[src/rtl/dma_pkg.sv]
// Shared DMA types: the descriptor handed to dma_engine plus the scheduler's
// channel id and FSM state encodings.
package dma_pkg;

    typedef struct packed {
        logic [31:0] src_addr;
        logic [31:0] dst_addr;
        logic [15:0] length;
    } t_dma_descriptor;

    localparam int N_SCHED_CH = 2;

    typedef logic t_sched_ch;

    typedef enum logic {
        SELECT  = 1'b0,
        PRESENT = 1'b1
    } t_sched_state;

endpackage

[src/rtl/dma_sched_queue.sv]
// Register FIFO with first-word-fall-through head and a registered not_full
// flag that reflects occupancy after this cycle's push/pop.
module dma_sched_queue #(
    parameter int DATA_W = 8,
    parameter int DEPTH  = 4
) (
    input  logic              clk,
    input  logic              reset_n,
    input  logic              i_push,
    input  logic [DATA_W-1:0] i_data,
    input  logic              i_pop,
    output logic [DATA_W-1:0] o_head,
    output logic              o_not_empty,
    output logic              o_not_full
);
    localparam int PW = (DEPTH > 1) ? $clog2(DEPTH) : 1;
    localparam int CW = $clog2(DEPTH + 1);

    logic [DATA_W-1:0] r_mem [DEPTH];
    logic [PW-1:0]     r_wptr;
    logic [PW-1:0]     r_rptr;
    logic [CW-1:0]     r_count;
    logic [CW-1:0]     w_count_nxt;
    logic              r_not_full;
    logic              w_do_push;
    logic              w_do_pop;

    function automatic logic [PW-1:0] ptr_inc(input logic [PW-1:0] p);
        return (p == PW'(DEPTH - 1)) ? '0 : p + 1'b1;
    endfunction

    // A push is only taken when the registered flag said there was room.
    assign w_do_push = i_push & r_not_full;
    assign w_do_pop  = i_pop & (r_count != '0);

    always_comb begin
        w_count_nxt = r_count;
        if (w_do_push && !w_do_pop) begin
            w_count_nxt = r_count + 1'b1;
        end else if (w_do_pop && !w_do_push) begin
            w_count_nxt = r_count - 1'b1;
        end
    end

    always_ff @(posedge clk or negedge reset_n) begin
        if (!reset_n) begin
            r_wptr     <= '0;
            r_rptr     <= '0;
            r_count    <= '0;
            r_not_full <= 1'b1;
        end else begin
            if (w_do_push) r_wptr <= ptr_inc(r_wptr);
            if (w_do_pop)  r_rptr <= ptr_inc(r_rptr);
            r_count    <= w_count_nxt;
            r_not_full <= (w_count_nxt != CW'(DEPTH));
        end
    end

    always_ff @(posedge clk) begin
        if (w_do_push) r_mem[r_wptr] <= i_data;
    end

    assign o_head      = r_mem[r_rptr];
    assign o_not_empty = (r_count != '0);
    assign o_not_full  = r_not_full;

endmodule

[src/rtl/dma_desc_scheduler.sv]
// Two-channel round-robin descriptor scheduler in front of dma_engine; caps
// descriptors in flight and routes in-order completions back by channel tag.
module dma_desc_scheduler
    import dma_pkg::*;
#(
    parameter int QUEUE_DEPTH     = 4,
    parameter int MAX_OUTSTANDING = 8
) (
    input  logic                                 clk,
    input  logic                                 reset_n,
    input  logic [N_SCHED_CH-1:0]                req_valid,
    output logic [N_SCHED_CH-1:0]                req_ready,
    input  t_dma_descriptor [N_SCHED_CH-1:0]     req_desc,
    output logic                                 descriptor_fifo_not_empty,
    output t_dma_descriptor                      descriptor,
    input  logic                                 descriptor_fifo_rdack,
    input  logic                                 desc_done,
    input  logic                                 sched_enable,
    output logic [N_SCHED_CH-1:0]                done_valid,
    output logic [$clog2(MAX_OUTSTANDING+1)-1:0] outstanding,
    output logic                                 busy,
    output logic [1:0]                           err,
    output t_sched_state                         o_dbg_state
);
    localparam int OW = $clog2(MAX_OUTSTANDING + 1);

    t_sched_state                    r_state;
    t_sched_state                    w_state_nxt;
    t_dma_descriptor [N_SCHED_CH-1:0] w_q_head;
    logic [N_SCHED_CH-1:0]           w_q_not_empty;
    logic [N_SCHED_CH-1:0]           w_q_push;
    logic [N_SCHED_CH-1:0]           w_q_pop;
    t_sched_ch                       r_last_grant;
    t_sched_ch                       w_grant_ch;
    logic                            w_grant_fire;
    logic                            w_ack;
    logic                            w_tag_head;
    logic                            w_tag_not_empty;
    logic                            w_tag_not_full;
    logic                            w_done_ok;
    t_dma_descriptor                 r_desc;
    logic [N_SCHED_CH-1:0]           r_done_valid;
    logic [1:0]                      r_err;
    logic [OW-1:0]                   r_outstanding;

    // Handshakes: a requester transfers when req_valid & req_ready in the same
    // cycle; the engine transfers the presented descriptor when rdack is high
    // while descriptor_fifo_not_empty is high, and the descriptor never
    // changes while it is presented.
    assign w_ack     = descriptor_fifo_rdack & (r_state == PRESENT);
    assign w_done_ok = desc_done & w_tag_not_empty;

    for (genvar c = 0; c < N_SCHED_CH; c++) begin : g_q
        assign w_q_push[c] = req_valid[c] & req_ready[c];
        // The channel being presented is always the one recorded as last grant.
        assign w_q_pop[c]  = w_ack & (r_last_grant == 1'(c));

        dma_sched_queue #(
            .DATA_W ($bits(t_dma_descriptor)),
            .DEPTH  (QUEUE_DEPTH)
        ) u_desc_q (
            .clk         (clk),
            .reset_n     (reset_n),
            .i_push      (w_q_push[c]),
            .i_data      (req_desc[c]),
            .i_pop       (w_q_pop[c]),
            .o_head      (w_q_head[c]),
            .o_not_empty (w_q_not_empty[c]),
            .o_not_full  (req_ready[c])
        );
    end

    dma_sched_queue #(
        .DATA_W (1),
        .DEPTH  (MAX_OUTSTANDING)
    ) u_tag_q (
        .clk         (clk),
        .reset_n     (reset_n),
        .i_push      (w_ack),
        .i_data      (r_last_grant),
        .i_pop       (w_done_ok),
        .o_head      (w_tag_head),
        .o_not_empty (w_tag_not_empty),
        .o_not_full  (w_tag_not_full)
    );

    always_comb begin
        w_state_nxt  = r_state;
        w_grant_fire = 1'b0;
        if (&w_q_not_empty) begin
            w_grant_ch = ~r_last_grant;
        end else begin
            w_grant_ch = w_q_not_empty[1];
        end
        case (r_state)
            SELECT: begin
                if (sched_enable && (r_outstanding < OW'(MAX_OUTSTANDING)) &&
                    w_tag_not_full && (|w_q_not_empty)) begin
                    w_grant_fire = 1'b1;
                    w_state_nxt  = PRESENT;
                end
            end
            PRESENT: begin
                if (descriptor_fifo_rdack) w_state_nxt = SELECT;
            end
            default: w_state_nxt = SELECT;
        endcase
    end

    always_ff @(posedge clk or negedge reset_n) begin
        if (!reset_n) begin
            r_state       <= SELECT;
            r_last_grant  <= 1'b1;
            r_desc        <= '0;
            r_done_valid  <= '0;
            r_err         <= '0;
            r_outstanding <= '0;
        end else begin
            r_state <= w_state_nxt;
            if (w_grant_fire) begin
                r_desc       <= w_q_head[w_grant_ch];
                r_last_grant <= w_grant_ch;
            end
            r_done_valid <= '0;
            if (w_done_ok) r_done_valid[w_tag_head] <= 1'b1;
            r_err <= r_err | {descriptor_fifo_rdack & ~w_ack, desc_done & ~w_tag_not_empty};
            if (w_ack && !w_done_ok) begin
                r_outstanding <= r_outstanding + 1'b1;
            end else if (w_done_ok && !w_ack) begin
                r_outstanding <= r_outstanding - 1'b1;
            end
        end
    end

    assign descriptor_fifo_not_empty = (r_state == PRESENT);
    assign descriptor  = r_desc;
    assign done_valid  = r_done_valid;
    assign outstanding = r_outstanding;
    assign err         = r_err;
    assign busy        = (|w_q_not_empty) | (r_state == PRESENT) | (r_outstanding != '0);
    assign o_dbg_state = r_state;

endmodule

[config.mk]
export PLATFORM = sky130hd
export DESIGN_NAME = dma_desc_scheduler
export DESIGN_NICKNAME = d
export VERILOG_FILES = /design/src/rtl/dma_pkg.sv /design/src/rtl/dma_sched_queue.sv /design/src/rtl/dma_desc_scheduler.sv
export SDC_FILE = /design/constraint.sdc
export NUM_CORES = 1
export LEC_CHECK = 0
export BUFFER_PORTS_ARGS = -buffer_cell sky130_fd_sc_hd__buf_4
export CAP_MARGIN = 20
export CORE_MARGIN = 2
export CORE_UTILIZATION = 50
export CTS_BUF_LIST = sky130_fd_sc_hd__clkbuf_16
export CTS_CLUSTER_SIZE = 8
export DETAILED_ROUTE_END_ITERATION = 7
export GPL_TIMING_DRIVEN = 0
export PLACE_DENSITY = 0.69
export RECOVER_POWER = 50
export SKIP_LAST_GASP = 1
export SYNTH_ARGS = -nofsm -noshare
export SYNTH_HDL_FRONTEND = slang
export SYNTH_SLANG_ARGS = --single-unit
[constraint.sdc]
create_clock -name clk -period 2.75 [get_ports clk]
set_clock_uncertainty 0.05 [all_clocks]
set_input_delay 0.4125 -clock clk [delete_from_list [all_inputs] [get_ports clk]]
set_output_delay 0.4125 -clock clk [all_outputs]
set_load 0.005 [all_outputs]
==> flow_metrics.tcl, run 1 <==
set metrics [dict create \
    drt_wl_total_mm 68.0 \
    ir_worst_vdd_mv 0.577 \
    wl_met1_mm 27.7 \
    drive_gt1_share_pct 22.2 \
    synth.net_count 1596 \
    grt_pass1_vias 16566 \
    cp-start-kind "register" \
    synth_top_area_share_pct 66.9 \
    synthDistinctLibCells 51 \
    die_area_mm2 0.0601 \
    first_pass_iters 5 \
    rows 88 \
    grt_pass1_wl_mm 101 \
    crit_required_ns 3.24 \
    fin_tns_setup_ns 0 \
    fin_crit_ns 2.70 \
    cts_root_buffer "clkbuf_16" \
    yosys_most_used_dff "edfxtp_1" \
    fin_nets 2139 \
    htree_num_levels 3 \
    tightest_slew_ns 1.27 \
    min_path_type "in -> reg" \
    grt_max_degree 82 \
    synth_warnings 0 \
    intPower_mw 27.6 \
    numCtsBuffers 105 \
    synth-edff-count 648 \
    final_cell_mix "edfxtp_1, clkbuf_1, dlygate4sd3_1" \
    avgRoutedWirePerCell_um 24.2 \
    r2r_cells 13 \
    pwr-share-clk_pct 29.4 \
    rrSetupSlack_ns 0.05 \
    ios 260 \
    cts_tree "done" \
    netlist_top_cells_area "edfxtp_1, mux4_2, dfrtp_1" \
    cap_violations 0 \
    initial_core_util_pct 50.5 \
    die_w_um 245 \
    synthArstFlopShare_pct 15.3 \
    design_area_mm2 0.0365 \
    switching_share_pct 29.8 \
    clk_path_buf_depth 3 \
    slew_headroom_pct 15.0 \
    fmaxAchievable_mhz 370 \
    dp.cells 2441 \
    min_period_over_period_pct 98.3 \
    clock-sinks 765 \
    grt_usage_pct 23.0 \
    area_delta_synth_final_pct 25.6 \
    route.met2.wl_mm 34.8 \
    dp_hpwl_mm 41.0 \
    status "complete, no violations" \
    ant_nets 0 \
    vias 15530 \
    finalCoreUtilization_pct 63.4 \
    path_class "reg -> reg" \
    crit_fanout 9 \
    syn_avg_cell_area_um2 20.7 \
    path_clk_slew_ns 0.05 \
    fin_ws_ns 0.0463 \
    switchingPower_mw 11.7 \
    portBuffers 259 \
    finalSetupViolCount 0 \
    synth_area_mm2 0.0291 \
    pre_cts_slack_ns -0.394 \
    hold_viol_final 0 \
    worst_hold_slack_ns 0.205 \
    yosys_register_bits 765 \
    place_area_mm2 0.0324 \
    maxSlewViolCount 0 \
    antenna_found_initial 13 \
    combPwrFrac_pct 28.8 \
    p_total_mw 39.4 \
    insertion_delay_ns 0.65 \
    yosysTopAreaCell "edfxtp_1" \
    layout_commonest_cell "edfxtp_1" \
    met3RoutedLength_mm 4.23 \
    core_area_mm2 0.0576 \
    syn_inst 1403 \
    drt_iter0_markers 1219 \
    instances_no_fill 2805 \
    grt-ovfl-total 0 \
    ys_seq_area_share_pct 77.0 \
    viasPerCell 5.54 \
    place_congestion 0.761 \
    drc 0 \
    routed.top_layer "met5" \
    sequentialPowerShare_pct 41.8 \
    worstHoldPathCells 4 \
    die_h_um 245 \
    cellPowerDensity_mw_per_mm2 1080 \
    arrival_ns 3.19 \
    worst_setup_path_end_kind "register" \
    p_leak_nw 13.2 \
]
[critical path, cell delays in order (launching register included)]
cell and delay [ns]:
dfrtp_1 0.42, inv_1 0.10, ha_1 0.16, or3b_1 0.36, buf_6 0.15, nand2_8 0.11, ha_4 0.15, inv_1 0.08
ha_1 0.28, a21o_1 0.19, a21oi_2 0.15, xnor2_1 0.07, nor2_1 0.13, xor2_1 0.20
[worst paths after layout]
kind	endpoint	start
hold reg to reg	descriptor[62]	descriptor[62]
setup / recovery	outstanding[3]	u_tag_q.r_count[1]
min in group asynchronous	descriptor[3]	reset_n
max in group asynchronous	descriptor[35]	reset_n
setup reg to reg	outstanding[3]	u_tag_q.r_count[1]
hold / removal	g_q[0].u_desc_q.r_wptr[0]	req_valid[0]
[synthesized netlist by cell type (all sizes together) (4+ instances only)]
library cell and n:
edfxtp 648, mux4 162, dfrtp 113, nand2 101
o21ai 84, mux2i 83, buf 38, clkbuf 32
ha 25, inv 15, and3 13, nor3 10
xnor2 10, nor2 9, a21o 7, mux2 6
dfstp 4, nand2b 4
[area by class of cell]
| cell class | count | area [µm²] |
|---|---|---|
| Tap cell | 765 | 957 |
| Antenna cell | 8 | 20.0 |
| Inverter | 15 | 56.3 |
| Fill cell | 4062 | 21100 |
| Multi-Input combinational cell | 553 | 6400 |
| Timing Repair Buffer | 437 | 3310 |
| Sequential cell | 765 | 22400 |
| Clock buffer | 107 | 2680 |
| Buffer | 69 | 333 |
| Clock inverter | 86 | 379 |
[kinds of logic after synthesis]
| family | synth area share (%) |
|---|---|
| adder cells (fa/ha/maj) | 1.21 |
| multiplexers | 15.6 |
| AO/OA/AOI/OAI | 2.12 |
| flip-flops | 77.0 |
| AND/OR/NAND/NOR | 2.35 |
| XOR/XNOR | 0.391 |
| buffers and inverters | 1.32 |
[state kept, by name, indices dropped and copies added, names as in the netlist, 3 cells and up]
register / count
descriptor: 80
g_q.u_desc_q.r_count: 6
g_q.u_desc_q.r_mem: 640
g_q.u_desc_q.r_rptr: 4
g_q.u_desc_q.r_wptr: 4
outstanding: 4
u_tag_q.r_count: 4
u_tag_q.r_mem: 8
u_tag_q.r_rptr: 3
u_tag_q.r_wptr: 3
[metal layers]
layer  vias up  global-route usage [%]
met5         -                       0
met4        10                    6.76
met3       100                    4.84
met2       527                    38.6
met1      8118                    30.5
li1       6775                       -
[power groups by stage]
stage	sequential, mW	clock [mW]	combinational [mW]
after global placement	16.6	0	10.7
final	16.5	11.6	11.3
after global routing	16.7	12.3	12.3
after detailed placement	16.6	0	11.3
after floorplan	16.4	0	6.98
after CTS	16.5	11.8	11.6
[repair_timing]
item / CTS / global route
endpoints found under the setup margin: 83 / 79
buffers inserted: 0 / 1
hold buffers: 163 / 0
hold endpoints to repair: 679 / 0
gates resized for setup: 3 / 17
(Power assumes the default switching activity.)
==> inputs of run 2 (changes only) <==
GPL_TIMING_DRIVEN = default   (was 0)
RECOVER_POWER = default   (was 50)
==> flow_metrics.tcl, run 2 (same netlist as run 1, synthesis figures left out) <==
set metrics [dict create \
    fin_crit_ns 2.66 \
    p_leak_nw 13.8 \
    die_h_um 245 \
    min_path_type "in -> reg" \
    design_area_mm2 0.0371 \
    avgRoutedWirePerCell_um 23.4 \
    layout_commonest_cell "edfxtp_1" \
    viasPerCell 5.49 \
    cap_violations 0 \
    fin_tns_setup_ns 0 \
    sequentialPowerShare_pct 42.7 \
    vias 15196 \
    ios 260 \
    regMostFlops "g_q.u_desc_q.r_mem" \
    final_cell_mix "edfxtp_1, buf_4, dlygate4sd3_1" \
    dp_hpwl_mm 38.4 \
    cts_root_buffer "clkbuf_16" \
    grt_pass1_vias 16125 \
    path_clk_slew_ns 0.05 \
    rsz0062_at_grt "false" \
    initial_core_util_pct 50.5 \
    switching_share_pct 29.2 \
    drive_gt1_share_pct 30.5 \
    drt_iter0_markers 1222 \
    area_delta_synth_final_pct 27.7 \
    status "complete, no violations" \
    insertion_delay_ns 0.65 \
    drc 0 \
    path_class "reg -> out" \
    clk_path_buf_depth 3 \
    antenna_found_initial 14 \
    grt_pass1_wl_mm 97.9 \
    portBuffers 259 \
    switchingPower_mw 11.5 \
    first_pass_iters 5 \
    place_congestion 0.754 \
    clock-sinks 765 \
    pwr-share-clk_pct 29.3 \
    place_area_mm2 0.0324 \
    combPwrFrac_pct 28.0 \
    grt_max_degree 63 \
    maxSlewViolCount 0 \
    drt_wl_total_mm 64.8 \
    ir_worst_vdd_mv 0.994 \
    fmaxAchievable_mhz 376 \
    largest_register_ffs 640 \
    worst_setup_path_end_kind "output pin" \
    pre_cts_slack_ns 0.207 \
    arrival_ns 2.20 \
    fin_nets 2099 \
    die_w_um 245 \
    instances_no_fill 2769 \
    core_area_mm2 0.0576 \
    tightest_slew_ns 0.693 \
    dp.cells 2401 \
    worst_hold_slack_ns 0.201 \
    slew_headroom_pct 53.8 \
    crit_fanout 4 \
    grt_usage_pct 22.1 \
    hold_viol_final 0 \
    intPower_mw 27.8 \
    crit_required_ns 2.29 \
    fin_ws_ns 0.0871 \
    rows 88 \
    post_cts_buffers 0 \
    finalSetupViolCount 0 \
    numCtsBuffers 105 \
    cellPowerDensity_mw_per_mm2 1060 \
    cts_tree "done" \
    grt-ovfl-total 0 \
    cp-start-kind "register" \
    ant_nets 0 \
    die_area_mm2 0.0601 \
    min_period_over_period_pct 96.8 \
    htree_num_levels 3 \
]
run 2: changes by cell type in the layout (fill, tap and decap cells not counted), sizes merged:
cell	previous run	this run
clkdlybuf4s15	1	0
clkinv	5	4
inv	96	102
clkbuf	310	106
buf	139	303
run 2: power by group through the flow:
stage	logic [mW]	clock network, mW	registers, mW
after floorplan	6.98	0	16.4
after global placement	10.8	0	16.9
after detailed placement	11.0	0	17.0
after CTS	11.2	11.7	16.8
after global routing	12.0	12.2	17.1
final	11.0	11.5	16.8
run 2: stage by stage:
stage	util (%)	power, mW
global route	64.5	41.3
global placement	56.3	27.7
CTS	64.5	39.8
finish	64.5	39.3
detailed placement	56.3	28.0
floorplan	-	23.4
run 2: layout make-up:
type | count | area, µm²
Tap cell | 765 | 957
Inverter | 15 | 56.3
Clock inverter | 91 | 394
Antenna cell | 8 | 20.0
Clock buffer | 106 | 2650
Fill cell | 3850 | 20400
Sequential cell | 765 | 22400
Multi-Input combinational cell | 553 | 6390
Timing Repair Buffer | 466 | 4270
run 2: timing repair:
item                       4_1_cts  5_1_grt
hold endpoints to repair       691        0
setup endpoints to repair        0        1
hold buffers                   163        0
gates resized for setup          0        1
run 2: critical path: stages (launching register included):
cell and delay [ns]:
dfrtp_1 0.37, inv_1 0.11, ha_1 0.19, nand2b_1 0.20, or4_1 0.54, buf_4 0.16
run 2: path summary, 6_finish.rpt:
kind,start,to,slack [ns],depth (start not counted)
min,req_valid[1],g_q[1].u_desc_q.r_wptr[0],0.20,3
min reg2reg,err[1],err[1],0.41,1
max reg2reg,u_tag_q.r_count[0],outstanding[3],0.19,12
max,g_q[0].u_desc_q.r_count[1],busy,0.09,5
max in group asynchronous,reset_n,g_q[1].u_desc_q.o_not_full,1.45,3
min in group asynchronous,reset_n,err[0],0.33,2
run 2: routing by layer:
metal,global-route usage [%],vias to the layer above,share of wire [%],wire (µm)
met5,0,-,0.11,72
met3,4.96,107,6.7,4360
li1,-,6695,-,-
met1,30.0,7874,42,27000
met2,36.1,508,50,32100
met4,6.92,12,2.0,1310
==> inputs of run 3 (changes only) <==
CORE_UTILIZATION = 30   (was 50)
PLACE_DENSITY = 0.45   (was 0.69)
==> flow_metrics.tcl, run 3 (same netlist as run 1, synthesis figures left out) <==
set metrics [dict create \
    fin_tns_setup_ns 0 \
    worst_setup_path_end_kind "output pin" \
    path_clk_slew_ns 0.05 \
    cp_slowest_cell "or4_1" \
    fmaxAchievable_mhz 382 \
    path_class "reg -> out" \
    portBuffers 259 \
    vias 15073 \
    antenna_found_initial 9 \
    reg2reg_from "u_tag_q.r_count[0]" \
    worst_hold_slack_ns 0.180 \
    maxSlewViolCount 0 \
    drt_wl_total_mm 74.6 \
    status "complete, no violations" \
    min_path_type "in -> async" \
    cts_tree "done" \
    numCtsBuffers 107 \
    drt_iter0_markers 956 \
    crit_family "simple AND/OR/NAND/NOR gates" \
    cp_cell_sequence "inv_1 > ha_1 > nand2b_2 > or4_1 > buf_4" \
    area_delta_synth_final_pct 30.7 \
    post_cts_buffers 0 \
    drc 0 \
    regMostFlops "g_q.u_desc_q.r_mem" \
    final.fill_count 8864 \
    instances_no_fill 3286 \
    drive_gt1_share_pct 31.3 \
    largest_register_ffs 640 \
    initial_core_util_pct 30.2 \
    grt_max_degree 86 \
    cts_root_buffer "clkbuf_16" \
    die_w_um 315 \
    slew_headroom_pct 48.3 \
    cellPowerDensity_mw_per_mm2 1060 \
    grt_usage_pct 15.1 \
    sequentialPowerShare_pct 41.3 \
    crit_required_ns 2.29 \
    crit_fanout 7 \
    rsz0062_at_grt "false" \
    critPathBufInv 2 \
    multiInputGateArea_mm2 0.00639 \
    rrSetupSlack_ns 0.26 \
    cap_violations 0 \
    design_area_mm2 0.0380 \
    seq_area_mm2 0.0224 \
    r2r-end "outstanding[3]" \
    core_area_mm2 0.0964 \
    rows 114 \
    first_pass_iters 5 \
    dp.cells 2924 \
    r2r_cells 12 \
    ios 260 \
    p_total_mw 40.3 \
    die_area_mm2 0.0995 \
    fin_crit_ns 2.62 \
    fin_nets 2113 \
    final_cell_mix "edfxtp_1, buf_4, dlygate4sd3_1" \
    intPower_mw 28.1 \
    clock-sinks 765 \
    avgRoutedWirePerCell_um 22.7 \
    arrival_ns 2.15 \
    p_leak_nw 13.9 \
    slowest_delay_ns 0.53 \
    ir_worst_vdd_mv 0.692 \
    htree_num_levels 3 \
    pwr-share-clk_pct 29.6 \
    ant_nets 0 \
    combPwrFrac_pct 29.1 \
    layout_commonest_cell "edfxtp_1" \
    insertion_delay_ns 0.68 \
    die_h_um 315 \
    min_period_over_period_pct 95.2 \
    grt_pass1_vias 16295 \
    cp-start-kind "register" \
    viasPerCell 4.59 \
    switchingPower_mw 12.2 \
    place_area_mm2 0.0332 \
    dp_hpwl_mm 43.9 \
    grt-ovfl-total 0 \
    tightest_slew_ns 0.776 \
    hold_viol_final 0 \
    finalSetupViolCount 0 \
    place_congestion 0.712 \
    switching_share_pct 30.2 \
    clk_path_buf_depth 3 \
    grt_pass1_wl_mm 109 \
]
[run 3: cell types whose count changed in the layout (fill, tap and decap cells not counted), moves of 2 or more]
cell	previous run	this run
diode_2	8	2
clkinv_2	0	2
buf_12	29	33
inv_6	3	1
inv_1	99	91
clkinv_16	0	3
clkinv_1	1	3
buf_4	273	281
[run 3: cell type report]
class	count	share of cell area [%]
diodes	2	0.0132
clock buffers	107	7.04
repair buffers	478	11.6
multi-input cells	553	16.8
well taps	1276	4.20
clock inverters	90	1.23
flip-flops and latches	765	58.9
inverters	15	0.148
[run 3: worst reg2reg max path, stage by stage, from the launching register on]
cell and delay, ns:
dfrtp_1 0.39, inv_1 0.11, ha_1 0.17, or3b_1 0.38
nand2_2 0.10, ha_1 0.16, inv_1 0.06, ha_1 0.27
a21o_1 0.18, a21oi_1 0.17, xnor2_1 0.14, nor2_1 0.07
xor2_1 0.14
[run 3: how the worst max path moves through the flow]
stage | start | to | slack [ns] | depth (start not counted)
final | g_q[1].u_desc_q.r_count[0] | busy | 0.13 | 5
after global routing | g_q[1].u_desc_q.r_count[0] | busy | 0.004 | 5
after CTS | g_q[0].u_desc_q.r_count[1] | busy | 0.03 | 5
after detailed placement | u_tag_q.r_count[0] | outstanding[3] | 0.25 | 12
after global placement | u_tag_q.r_count[0] | outstanding[3] | 0.19 | 12
after floorplan | u_tag_q.r_count[0] | outstanding[3] | 0.14 | 13
[run 3: power groups by stage]
stage | clock network, mW | logic [mW] | registers, mW
3_3_place_gp | 0 | 11.8 | 16.8
2_1_floorplan | 0 | 6.98 | 16.4
5_1_grt | 12.8 | 12.8 | 16.9
4_1_cts | 12.3 | 12.1 | 16.7
6_report | 11.9 | 11.7 | 16.6
3_5_place_dp | 0 | 11.9 | 16.9
[run 3: layer usage]
metal / vias to the layer above / GRT usage (%) / share of wire, % / wire length [µm]
li1: 6706 / - / - / -
met1: 7908 / 20.0 / 44 / 33000
met2: 323 / 25.0 / 49 / 36400
met3: 122 / 3.55 / 5.0 / 3700
met4: 14 / 3.85 / 1.9 / 1440
met5: - / 0 / 0.11 / 81
[run 3: per-stage QoR]
step	worst slack (ns)	util, %
2_1_floorplan	0.141	-
3_3_place_gp	0.191	34.5
3_5_place_dp	0.247	34.5
4_1_cts	0.0263	39.4
5_1_grt	0.00381	39.4
6_report	0.133	39.4
[run 3: repair_timing]
item	CTS	global route
hold buffers	163	0
setup endpoints to repair	1	1
resized for setup	2	2
endpoints found under the hold margin	685	0
